File: src/rtl/bsg_arb_pkg.sv
// Shared types and constants for the 3-way packet-locking round-robin arbiter.
// The last-grant pointer is one-hot; idx_of() converts it to a requester index.
package bsg_arb_pkg;

    typedef enum logic { e_idle = 1'b0, e_locked = 1'b1 } arb_state_e;

    localparam int els_lp = 3;
    localparam logic [2:0] ptr_reset_lp = 3'b100;

    function automatic logic [1:0] idx_of(input logic [2:0] oh);
        logic [1:0] idx;
        idx = 2'd2;
        case (oh)
            3'b001:  idx = 2'd0;
            3'b010:  idx = 2'd1;
            default: idx = 2'd2;
        endcase
        return idx;
    endfunction

endpackage

File: src/rtl/bsg_arb_rr_pick_3.sv
// Combinational round-robin pick: first asserted v scanning upward, with wrap,
// from the index just after the one-hot last-grant pointer.
module bsg_arb_rr_pick_3
    import bsg_arb_pkg::*;
(
    input  logic [2:0] v,
    input  logic [2:0] ptr,
    output logic [2:0] grant,
    output logic [1:0] tag,
    output logic       any_v
);

    logic [1:0] pidx;
    assign pidx = idx_of(ptr);

    always_comb begin
        int idx;
        idx   = 0;
        grant = '0;
        tag   = '0;
        any_v = 1'b0;
        for (int k = 1; k <= els_lp; k++) begin
            idx = (int'(pidx) + k) % els_lp;
            if (!any_v && v[idx]) begin
                any_v      = 1'b1;
                grant[idx] = 1'b1;
                tag        = 2'(idx);
            end
        end
    end

endmodule

File: src/rtl/bsg_dff_reset_en.sv
// Library flop with synchronous active-high reset and a load enable.
// Tie en_i high to get a plain reset flop.
module bsg_dff_reset_en #(
    parameter int width_p = 3,
    parameter logic [width_p-1:0] reset_val_p = '0
) (
    input  logic               clk_i,
    input  logic               reset_i,
    input  logic               en_i,
    input  logic [width_p-1:0] data_i,
    output logic [width_p-1:0] data_o
);

    always_ff @(posedge clk_i) begin
        if (reset_i)
            data_o <= reset_val_p;
        else if (en_i)
            data_o <= data_i;
    end

endmodule

File: src/rtl/bsg_rr_arb_lock_3.sv
// Three-requester round-robin arbiter/mux with packet-level lock: once a first
// beat is accepted the grant stays with that requester until its last beat.
module bsg_rr_arb_lock_3
    import bsg_arb_pkg::*;
#(
    parameter int width_p = 32
) (
    input  logic                   clk_i,
    input  logic                   reset_i,
    input  logic [2:0]             v_i,
    input  logic [3*width_p-1:0]   data_i,
    input  logic [2:0]             last_i,
    output logic [2:0]             yumi_o,
    output logic                   v_o,
    output logic [width_p-1:0]     data_o,
    output logic                   last_o,
    output logic [1:0]             tag_o,
    input  logic                   ready_i,
    output logic                   locked_o
);

    arb_state_e state_r, state_n;
    logic [1:0] lk_r, lk_n;
    logic [2:0] ptr_r;
    logic [2:0] st_q;
    logic       ptr_en;

    logic [2:0] pick_grant;
    logic [1:0] pick_tag;
    logic       pick_any;
    logic [1:0] g;
    logic       locked;
    logic       acc;

    // State and locked index share one width-3 flop; pointer has its own with enable.
    bsg_dff_reset_en #(.width_p(3), .reset_val_p(3'b000)) st_reg (
        .clk_i  (clk_i),
        .reset_i(reset_i),
        .en_i   (1'b1),
        .data_i ({state_n, lk_n}),
        .data_o (st_q)
    );

    bsg_dff_reset_en #(.width_p(3), .reset_val_p(ptr_reset_lp)) ptr_reg (
        .clk_i  (clk_i),
        .reset_i(reset_i),
        .en_i   (ptr_en),
        .data_i (yumi_o),
        .data_o (ptr_r)
    );

    assign state_r = arb_state_e'(st_q[2]);
    assign lk_r    = st_q[1:0];
    assign locked  = (state_r == e_locked);

    bsg_arb_rr_pick_3 pick (
        .v    (v_i),
        .ptr  (ptr_r),
        .grant(pick_grant),
        .tag  (pick_tag),
        .any_v(pick_any)
    );

    assign g      = locked ? lk_r : pick_tag;
    assign tag_o  = g;
    assign v_o    = v_i[g];
    // Idle with nobody requesting drives a quiet bus rather than slice 0.
    assign data_o = (locked || pick_any) ? data_i[g*width_p +: width_p] : '0;
    assign last_o = (locked || pick_any) ? last_i[g] : 1'b0;
    assign acc    = v_o & ready_i;
    assign yumi_o = acc ? (locked ? (3'b001 << lk_r) : pick_grant) : 3'b000;

    // Pointer only moves when a packet completes; yumi_o is onehot(g) then.
    assign ptr_en   = acc & last_o;
    assign locked_o = locked;

    always_comb begin
        state_n = state_r;
        lk_n    = lk_r;
        if (acc) begin
            case (state_r)
                e_idle: begin
                    if (!last_o) begin
                        state_n = e_locked;
                        lk_n    = g;
                    end
                end
                e_locked: begin
                    if (last_o)
                        state_n = e_idle;
                end
                default: state_n = e_idle;
            endcase
        end
    end

endmodule
File: config.mk
export PLATFORM = sky130hd
export DESIGN_NAME = bsg_rr_arb_lock_3
export DESIGN_NICKNAME = d
export VERILOG_FILES = /design/src/rtl/bsg_arb_pkg.sv /design/src/rtl/bsg_arb_rr_pick_3.sv /design/src/rtl/bsg_dff_reset_en.sv /design/src/rtl/bsg_rr_arb_lock_3.sv
export SDC_FILE = /design/constraint.sdc
export NUM_CORES = 1
export LEC_CHECK = 0
export BUFFER_PORTS_ARGS = -buffer_cell sky130_fd_sc_hd__buf_2
export CAP_MARGIN = 25
export CORE_MARGIN = 3
export CORE_UTILIZATION = 38
export DETAILED_ROUTE_END_ITERATION = 10
export PLACE_DENSITY = 0.95
export RECOVER_POWER = 100
export SLEW_MARGIN = 20
export SYNTH_ARGS = -nofsm -noshare
export SYNTH_HDL_FRONTEND = slang
export SYNTH_SLANG_ARGS = --single-unit
File: constraint.sdc
create_clock -name clk_i -period 4 [get_ports clk_i]
set_input_delay 0.8 -clock clk_i [delete_from_list [all_inputs] [get_ports clk_i]]
set_output_delay 0.8 -clock clk_i [all_outputs]
set_load 0.05 [all_outputs]
Word level (Yosys, flattened, before mapping)

Index checks and enable logic that the tools add are counted.

Register bits after elaboration: 6
Input bits: 105
Output and inout bits: 40
Word-level logic and storage cells: 70

$add $sub $neg: 3
Divide/modulo/power cells: 3
$lt $le $gt $ge: 7
Equality and inequality tests: 2
Shifts and indexed selects: 2
Mux-type cells: 35
Bitwise gates (word level): 6
Reduce and logical (&&, ||, !) cells: 9

Operator list:

| kind                                                                           | number |
|---|---|
| 32-bit by 1-bit >= comparator with 1-bit output (second input constant)        | 3 |
| 32-bit by 4-bit less-than comparator with 1-bit output (second input constant) | 3 |
| 32-bit by 3-bit modulo with 32-bit output (second input constant)              | 3 |
| 96-bit by 8-bit indexed part select with 32-bit output                         | 1 |
| 32-bit two-way mux                                                             | 1 |
| 1-bit two-way mux                                                              | 16 |
| 3-bit two-way mux                                                              | 5 |
| 1-bit binary-select mux with 2-bit select                                      | 5 |
| 2-bit two-way mux                                                              | 4 |
| 2-bit by 2-bit adder with 3-bit output (second input constant)                 | 2 |
| 1-bit demux with 2-bit select                                                  | 3 |
| 3-bit OR                                                                       | 2 |
| 1-bit logical AND                                                              | 5 |
| 2-bit case mux with 2 select lines                                             | 1 |
| 2-bit by 1-bit adder with 3-bit output (second input constant)                 | 1 |
| 3-bit by 1-bit equality test with 1-bit output (second input constant)         | 1 |
| 3-bit by 2-bit equality test with 1-bit output (second input constant)         | 1 |
| 2-bit by 3-bit less-than comparator with 1-bit output (second input constant)  | 1 |
| 3-bit AND reduction                                                            | 1 |
| 1-bit by 2-bit << shifter with 3-bit output (first input constant)             | 1 |
| 1-bit AND                                                                      | 2 |
| 1-bit zero test                                                                | 2 |
| 1-bit NOT                                                                      | 2 |
| 1-bit logical OR                                                               | 1 |

Logic depth before layout (Yosys ltp)

Gate-level depths: netlist of run 1.

Depth after elaboration: 20
Depth in mapped cells: 9
Depth with buffers taken out: 6

Cells and area by module

From an unflattened synthesis of run 1, not the netlist that was laid out.

Cell total of the unflattened synthesis: 204
Area total of the unflattened synthesis: 1365.1 µm²

Modules (own cells, without submodules):

| module                     | times used | cells each | area each (µm²) | sequential area each (µm²) |
|---|---|---|---|---|
| bsg_rr_arb_lock_3          | 1          | 171        | 1036.0          | 0.0 |
| bsg_arb_rr_pick_3          | 1          | 15         | 125.1           | 0.0 |
| bsg_dff_reset_en (ptr_reg) | 1          | 9          | 102.6           | 60.1 |
| bsg_dff_reset_en (st_reg)  | 1          | 9          | 101.3           | 60.1 |

Worst setup path after synthesis of run 1

Ideal clock, no wire load.

Kind: in2out
From: input port v_i[1]
To: output port yumi_o[1]
Data arrival time: 3.021 ns
Data required time: 3.200 ns
Slack: 0.179 ns
Stages: 7
Cell sequence: clkbuf_1 > nor3b_1 > o21ai_1 > nand2_1 > buf_2 > buf_2 > nor3_1

Cells in the longest elaborated chain, start to end: 15
Elaborated cells on any way between the ends: 29

Ends and longest elaborated chain:

| item                                                  | RTL line                | text |
|---|---|---|
| from (decl)                                           | bsg_rr_arb_lock_3.sv:10 | `input logic [2:0] v_i,` |
| 1-bit binary-select mux with 2-bit select             | bsg_arb_rr_pick_3.sv:24 | `if (!any_v && v[idx]) begin` |
| 1-bit two-way mux (not written as such) (2 in series) | bsg_arb_rr_pick_3.sv:24 |  |
| 1-bit two-way mux                                     | bsg_arb_rr_pick_3.sv:24 |  |
| 1-bit zero test                                       | bsg_arb_rr_pick_3.sv:24 |  |
| 1-bit logical AND                                     | bsg_arb_rr_pick_3.sv:24 |  |
| 1-bit two-way mux                                     | bsg_arb_rr_pick_3.sv:24 |  |
| 1-bit zero test                                       | bsg_arb_rr_pick_3.sv:24 |  |
| 1-bit logical AND                                     | bsg_arb_rr_pick_3.sv:24 |  |
| 2-bit two-way mux *                                   | bsg_arb_rr_pick_3.sv:24 |  |
| 2-bit two-way mux *                                   | bsg_rr_arb_lock_3.sv:64 | `assign g = locked ? lk_r : pick_tag;` |
| net tag_o[1]                                          | bsg_rr_arb_lock_3.sv:17 | `output logic [1:0] tag_o,` |
| 1-bit binary-select mux with 2-bit select *           | bsg_rr_arb_lock_3.sv:66 | `assign v_o = v_i[g];` |
| 1-bit two-way mux (not written as such) *             | bsg_rr_arb_lock_3.sv:66 |  |
| 1-bit AND *                                           | bsg_rr_arb_lock_3.sv:70 | `assign acc = v_o & ready_i;` |
| 3-bit two-way mux *                                   | bsg_rr_arb_lock_3.sv:71 | `assign yumi_o = acc ? (locked ? (3'b001 << lk_r) : pick_grant) : 3'b000;` |
| to (decl)                                             | bsg_rr_arb_lock_3.sv:13 | `output logic [2:0] yumi_o,` |

Mark *: on every way through the listed nets, which the timed path passes. The rest lies on a longest branch. The select of a mux whose other input is x is not followed.

Final worst setup path of run 1

From: input port v_i[1]
To: output port data_o[22]

Cells in the longest elaborated chain, start to end: 13
Elaborated cells on any way between the ends: 23

Ends and longest elaborated chain:

| item                                                   | RTL line                | text |
|---|---|---|
| 1-bit binary-select mux with 2-bit select              | bsg_arb_rr_pick_3.sv:24 |  |
| 1-bit two-way mux (not written as such) (2 in series)  | bsg_arb_rr_pick_3.sv:24 |  |
| 1-bit two-way mux                                      | bsg_arb_rr_pick_3.sv:24 |  |
| 1-bit zero test                                        | bsg_arb_rr_pick_3.sv:24 |  |
| 1-bit logical AND                                      | bsg_arb_rr_pick_3.sv:24 |  |
| 1-bit two-way mux                                      | bsg_arb_rr_pick_3.sv:24 |  |
| 1-bit zero test                                        | bsg_arb_rr_pick_3.sv:24 |  |
| 1-bit logical AND                                      | bsg_arb_rr_pick_3.sv:24 |  |
| 2-bit two-way mux                                      | bsg_arb_rr_pick_3.sv:24 |  |
| 2-bit two-way mux                                      | bsg_rr_arb_lock_3.sv:64 |  |
| 96-bit by 8-bit indexed part select with 32-bit output | bsg_rr_arb_lock_3.sv:68 | `assign data_o = (locked \|\| pick_any) ? data_i[g*width_p +: width_p] : '0;` |
| 32-bit two-way mux *                                   | bsg_rr_arb_lock_3.sv:68 |  |
| to (decl)                                              | bsg_rr_arb_lock_3.sv:15 | `output logic [width_p-1:0] data_o,` |

Mark *: on every way between the ends. The rest lies on a longest branch, timed or not. The select of a mux whose other input is x is not followed.

==> results by group, run 1 <==
Setup path
  • Critical Path RT: 3200 ps
  • CP Data Arrival Time: 2880 ps
  • Delay-heaviest family, CP: buffers and inverters
  • Worst stage delay on the critical path: 530 ps
  • Setup crit end kind: primary output
  • Setup CP Type: in2out
  • Worst Path Buf+Inv: 3
  • FF-to-FF setup slack: 1230 ps
  • Worst setup path endpoint: data_o[22]
  • CP max-delay cell: or4b_1
  • FF-to-FF path depth: 8
  • Setup crit start kind: input pin
  • Reg2reg end: st_reg.data_o[1]
  • CP Launch Point: v_i[1]
  • Reg-to-Reg Start: ptr_reg.data_o[0]
  • Ordered list of cells on the worst path: buf_2 > or4b_1 > a22o_1 > a21oi_4 > buf_4 > a21oi_1 > nor2_1 > clkbuf_1
  • Number of cells on the critical path: 8
  • CP Max Fanout: 22

Die
  • Die area: 4355 um^2
  • Core area: 3390 um^2
  • Row cnt: 21
  • Starting Density: 40.35%
  • IO Pins: 145
  • Die width: 65.99 um
  • Chip height: 65.99 um

Cells and area
  • Final nets: 462
  • Core Util, Final: 61.57%
  • Most frequent cells in the layout: buf_2 (106), nor2_1 (69), a21oi_1 (39)
  • Commonest non-fill, non-tap cell in the layout: buf_2
  • Area delta synth->final: 52.61%
  • Ratio of cells with drive above 1 in the final layout: 34.08%
  • Antenna fix cells: 0

Clocking
  • H-Tree Depth: 1
  • Hold_buf cts: 0
  • Worst skew pair latency: 270 ps
  • Clk pin slew, worst setup/hold paths: 40 ps
  • Num Clock Sinks: 6
  • CTS Buf Count: 3
  • CTS tree: yes
  • Maximum clock insertion buffer count: 2
  • Post_cts resized: 0
  • Root Driver: clkbuf_4
  • Postcts setup bufs: 0

Logic synthesis
  • Synth top area share: 24.89%
  • Synthesis-stage register bit count: 6
  • Ranking of synthesized cells by area: mux2i_1 (25%), nor2_1 (19%), a21oi_1 (14%), dfxtp_1 (8.8%), buf_2 (3.3%)
  • Main combinational cell family by area after synthesis: simple AND/OR/NAND/NOR gates
  • Yosys cell types: 38
  • Synth warn: 0
  • Mapped cell area: 1368 um^2
  • Post-synthesis compound-gate area fraction: 26.81%
  • Net count after synthesis: 325
  • Post-synth EDFFs: 0
  • Ys async rst share: 0%
  • Synthesized instance count: 220
  • Simple-Gate Fraction of Synth Area: 31.47%
  • Cell taking the most area after synthesis: mux2i_1
  • Post-Synth Adder-Cell Area: 0%
  • Xor and xnor area share after synthesis: 0.6404%
  • Syn Area/Cell: 6.216 um^2
  • Multiplexer share of the synthesized area: 24.89%
  • Seq/Total Area, Yosys: 8.783%
  • Synth Flop Type: dfxtp_1

STA
  • Slew @ Worst Pin: 622.2 ps
  • Worst setup margin: 322.3 ps
  • Setup-failing EPs final: 0
  • Max_slew headroom: 58.70%
  • Fmax achieved: 0.2719 GHz
  • RSZ-0062 raised after global routing: no
  • Max Slew Vio Count: 0
  • Fin crit share: 91.94%
  • Final hold violation count: 0
  • Max Clock Skew: 9.640 ps
  • Setup_tns: 0 ps
  • Final worst path period need: 3678 ps

Global route
  • Met3 Usage GRT: 4.592%
  • Tot GR Track Use: 22.66%
  • Met1 GRT Util: 26.02%
  • Busiest layer in global routing: met2
  • Initial antenna violation count: 0
  • Final global-route overflow total: 0
  • Pin count of the biggest net entering global routing: 36
  • First-pass GRT wire length: 7.872 mm
  • GR Layer Usage met2: 40.43%
  • Number of global-route vias before repair: 1822

Placement
  • GP Congestion: 0.8609
  • Port-buffer cells: 144
  • Placement Setup Slack: 443.7 ps
  • Detailed Place HPWL: 4.010 mm

Route
  • Wirelength per Cell: 12.60 um
  • Residual DRC: 0
  • Antenna Violating Nets Remaining: 0
  • Iter 0 DRT Violations: 145
  • Vias post-DR: 2060
  • Vias per inst: 5.137
  • Drt pass-1 iters: 5
  • Drt total wl: 5.053 mm

Run
  • Max-cap violation count: 0

Pwr
  • P per Cell Area: 265.2 nW/um^2
  • Peak supply drop: 0.0001105 V
  • LEAKAGE: 1.013 nW

Status
  • Outcome: complete, no violations

Worst hold path
  • Worst min-delay path class: reg2reg
[worst min-delay path by stage]
stage / from / end / slack, ps / cells after the start
6_report: ptr_reg.data_o[2] / ptr_reg.data_o[2] / 600 / 2
5_1_grt: ptr_reg.data_o[2] / ptr_reg.data_o[2] / 630 / 2
4_1_cts: ptr_reg.data_o[2] / ptr_reg.data_o[2] / 590 / 2
3_5_place_dp: ptr_reg.data_o[2] / ptr_reg.data_o[2] / 590 / 2
3_3_place_gp: st_reg.data_o[0] / st_reg.data_o[0] / 580 / 2
2_1_floorplan: ptr_reg.data_o[2] / ptr_reg.data_o[2] / 520 / 2
[cells by family (layout without fill, tap and decap cells)]
| group | after synthesis | after routing |
|---|---|---|
| AOI/OAI and AO/OA | 58 | 58 |
| xor gates and xnor gates | 1 | 1 |
| buffers and inverters | 23 | 158 |
| DFF | 6 | 6 |
| muxes | 34 | 34 |
| and+or+nand+nor | 98 | 98 |
[power breakdown]
part           switching, W  internal, W  leakage, nW
Combinational      0.000297     0.000122        0.950
Clock             0.0000288    0.0000344       0.0138
Sequential       0.00000733    0.0000638       0.0490
[worst reg2reg max path, stage by stage, from the launching register on]
cell and delay (ps):
dfxtp_1 490, and4bb_1 240, o41ai_1 400, buf_4 420, and4_1 280, o21a_1 150, clkbuf_1 280, a41oi_1 180
a41o_1 230
[area by class of cell]
| cell class | instances | area (um^2) |
|---|---|---|
| multi-input combinational | 191 | 1145 |
| sequential | 6 | 120.1 |
| tap | 46 | 57.56 |
| inverter | 3 | 11.26 |
| fill | 330 | 1303 |
| timing repair buffer | 152 | 730.7 |
| clock buffer | 3 | 22.52 |
[stage by stage]
step | hold slack, ps | area, um^2 | cells | total power [W]
global route | 630.9 | 2087 | 401 | 0.0005912
detailed placement | 589.2 | 2133 | 398 | 0.0005060
finish | 597.1 | 2087 | 401 | 0.0005534
CTS | 592.7 | 2156 | 401 | 0.0005695
floorplan | 522.8 | 1368 | 220 | 0.0003849
global placement | 575.9 | 2133 | 398 | 0.0004981
[flip-flops by register name (all words and copies together), names as in the netlist]
| name | count |
|---|---|
| ptr_reg.data_o | 3 |
| st_reg.data_o | 3 |
[layer usage]
layer  part of all wire (%)  up-vias
met1                     39      912
met2                     51       94
met5                      0        -
met3                    8.5       11
met4                    1.7        0
li1                       -     1043
[Yosys cell counts, types with 2 or more instances]
cell / number
a21oi_1: 39
a41oi_1: 2
buf_2: 9
clkbuf_1: 10
dfxtp_1: 6
inv_1: 3
mux2i_1: 34
nand2_1: 10
nand2b_1: 2
nor2_1: 69
nor2b_1: 2
nor3_1: 2
nor3b_1: 3
o211ai_1: 2
o21a_1: 2
o21ai_0: 3
Note: power is estimated with default switching activity, not from simulation.
==> inputs of run 2 (changes only) <==
--- a/config.mk
+++ b/config.mk
@@ -7,6 +7,7 @@
 export LEC_CHECK = 0
 export BUFFER_PORTS_ARGS = -buffer_cell sky130_fd_sc_hd__buf_2
 export CAP_MARGIN = 25
+export CORE_ASPECT_RATIO = 0.9
 export CORE_MARGIN = 3
 export CORE_UTILIZATION = 38
 export DETAILED_ROUTE_END_ITERATION = 10
==> run 2 against run 1 <==
  * Clock power rose by 44%
  * Non-clock buffer count is 3 lower
  * Hold slack better by 15 ps
  * Power increased by 8.0%
  * Count of clock-buffer cells in the layout did not move
  * First-iteration DRC count decreased by 27%
  * Final cell count decreased by 1.2%
  * Die area is essentially flat
  * Largest cell class unchanged
  * Highest routed layer unchanged
==> results by group, run 2 (same netlist as run 1, synthesis figures left out) <==
Global route
  • Final global-route overflow total: 0 (unchanged)
  • First-pass GRT wire length: 8.590 mm (+9.1%)
  • Met3 Usage GRT: 4.341% (-0.25 points)
  • Met1 GRT Util: 26.10% (+0.079 points)
  • Busiest layer in global routing: met2
  • Number of global-route vias before repair: 2013 (+10%)
  • Pin count of the biggest net entering global routing: 38 (+5.6%)
  • GR Layer Usage met2: 42.86% (+2.4 points)
  • Initial antenna violation count: 0 (unchanged)
  • Tot GR Track Use: 22.88% (+0.21 points)

STA
  • Final worst path period need: 3725 ps (+47.57 ps)
  • Setup-failing EPs final: 0 (unchanged)
  • RSZ-0062 raised after global routing: no
  • Final hold violation count: 0 (unchanged)
  • Max Clock Skew: 4.102 ps (-5.537 ps)
  • Slew @ Worst Pin: 633.5 ps (+11.39 ps)
  • Max_slew headroom: 57.95% (-0.76 points)
  • Fmax achieved: 0.2684 GHz (-1.3%)
  • Setup_tns: 0 ps (unchanged)
  • Max Slew Vio Count: 0 (unchanged)
  • Fin crit share: 93.13% (+1.2 points)

Setup path
  • FF-to-FF setup slack: 1580 ps (+350 ps)
  • CP Data Arrival Time: 2930 ps (+50 ps)
  • Ordered list of cells on the worst path: clkbuf_1 > or4b_1 > a22o_1 > nand2_1 > clkbuf_2 > a2bb2oi_2 > nor2_1 > clkbuf_2
  • Setup crit start kind: input pin
  • CP max-delay cell: or4b_1
  • CP dominant cell by count: clkbuf_2
  • Reg-to-Reg Start: ptr_reg.data_o[0]
  • Worst Path Buf+Inv: 3 (unchanged)
  • Delay-heaviest family, CP: buffers and inverters
  • Reg2reg end: st_reg.data_o[1]
  • FF-to-FF path depth: 7 (-1)
  • Critical Path RT: 3200 ps (about the same)
  • Setup crit end kind: primary output
  • Setup CP Type: in2out
  • CP Max Fanout: 21 (-4.5%)
  • Worst stage delay on the critical path: 480 ps (-50 ps)

Die
  • Die width: 69.24 um (+4.9%)
  • Row cnt: 20 (-4.8%)
  • Die area: 4356 um^2 (about the same)
  • Chip height: 62.91 um (-4.7%)
  • Core area: 3403 um^2 (+0.41%)
  • Starting Density: 40.18% (-0.16 points)
  • IO Pins: 145 (unchanged)

Clocking
  • Worst skew pair latency: 230 ps (-40 ps)
  • Maximum clock insertion buffer count: 2 (unchanged)
  • H-Tree Depth: 1 (unchanged)
  • Num Clock Sinks: 6 (unchanged)
  • Hold_buf cts: 0 (unchanged)
  • Post_cts resized: 0 (unchanged)
  • Postcts setup bufs: 0 (unchanged)
  • Clk pin slew, worst setup/hold paths: 40 ps (about the same)
  • CTS Buf Count: 3 (unchanged)
  • Root Driver: clkbuf_8
  • CTS tree: yes

Route
  • Vias per inst: 5.265 (+2.5%)
  • Vias post-DR: 2085 (+1.2%)
  • Drt pass-1 iters: 4 (-1)
  • Antenna Violating Nets Remaining: 0 (unchanged)
  • Iter 0 DRT Violations: 106 (-27%)
  • Residual DRC: 0 (unchanged)
  • Drt total wl: 5.077 mm (+0.47%)
  • Wirelength per Cell: 12.82 um (+1.7%)

Cells and area
  • Ratio of cells with drive above 1 in the final layout: 42.33% (+8.2 points)
  • Antenna fix cells: 0 (unchanged)
  • Final nets: 459 (-0.65%)
  • Top flop regs: ptr_reg.data_o: 3 flops, st_reg.data_o: 3 flops
  • Area delta synth->final: 57.91%
  • Most frequent cells in the layout: buf_2 (105), nor2_1 (69), a21oi_1 (39)
  • Post-layout instance area: 2160 um^2 (+3.5%)
  • Commonest non-fill, non-tap cell in the layout: buf_2

Placement
  • Detailed Place HPWL: 3.991 mm (-0.48%)
  • Area after DPL: 2133 um^2 (unchanged)
  • Port-buffer cells: 144 (unchanged)
  • GP Congestion: 0.8677 (+0.79%)

Worst hold path
  • Hold worst-path end: ptr_reg.data_o[1]
  • Hold_sp: ptr_reg.data_o[1]
  • Hold Crit Depth: 2 (unchanged)
  • Worst min-delay path class: reg2reg

Run
  • Max-cap violation count: 0 (unchanged)

Pwr
  • Peak supply drop: 0.0002117 V (+92%)
  • LEAKAGE: 1.111 nW (+9.6%)
  • P per Cell Area: 276.7 nW/um^2 (+4.3%)

Status
  • Outcome: complete, no violations
## run 2: report_power, final
part / switching, W / total (W) / internal [W]
clock network: 0.0000263 / 0.0000909 / 0.0000646
registers: 0.00000738 / 0.0000715 / 0.0000642
logic: 0.000301 / 0.000435 / 0.000134
total: 0.000335 / 0.000597 / 0.000263
## run 2: cell type report
type	count	area, um^2
fill	315	1244
multi-input combinational	191	1164
timing repair buffer	149	768.2
sequential	6	120.1
tap	44	55.05
clock buffer	3	41.29
inverter	3	11.26
## run 2: how the worst max path moves through the flow
stage,depth (start not counted),from,endpoint
after floorplan,7,v_i[1],yumi_o[1]
after global placement,8,v_i[2],last_o
after detailed placement,8,v_i[2],last_o
after CTS,8,v_i[2],last_o
after global routing,8,v_i[2],last_o
final,8,v_i[2],last_o
## run 2: layer usage
metal / up-vias / wire length [um]
met1: 927 / 1965
met3: 10 / 432
met2: 110 / 2593
met5: - / 0
met4: 0 / 85
li1: 1038 / -
## run 2: worst register-to-register path, stage by stage, from the launching register on
cell      delay [ps]
dfxtp_1          480
and4bb_1         260
o41ai_4          390
buf_12           310
mux2i_1          360
or3_1            180
a41oi_1          120
a41o_1           220
## run 2: through the flow
| step | instances | hold slack, ps | power [W] | util, % | setup WS, ps |
|---|---|---|---|---|---|
| final | 396 | 611.8 | 0.0005975 | 63.46 | 274.7 |
| after global routing | 396 | 619.9 | 0.0006385 | 63.46 | 146.5 |
| after detailed placement | 393 | 594.1 | 0.0005088 | 62.68 | 413.8 |
| after CTS | 396 | 605.6 | 0.0006038 | 63.90 | 409.0 |
| after floorplan | 220 | 522.8 | 0.0003849 | - | 178.7 |
| after global placement | 393 | 578.2 | 0.0005013 | 62.68 | 504.5 |
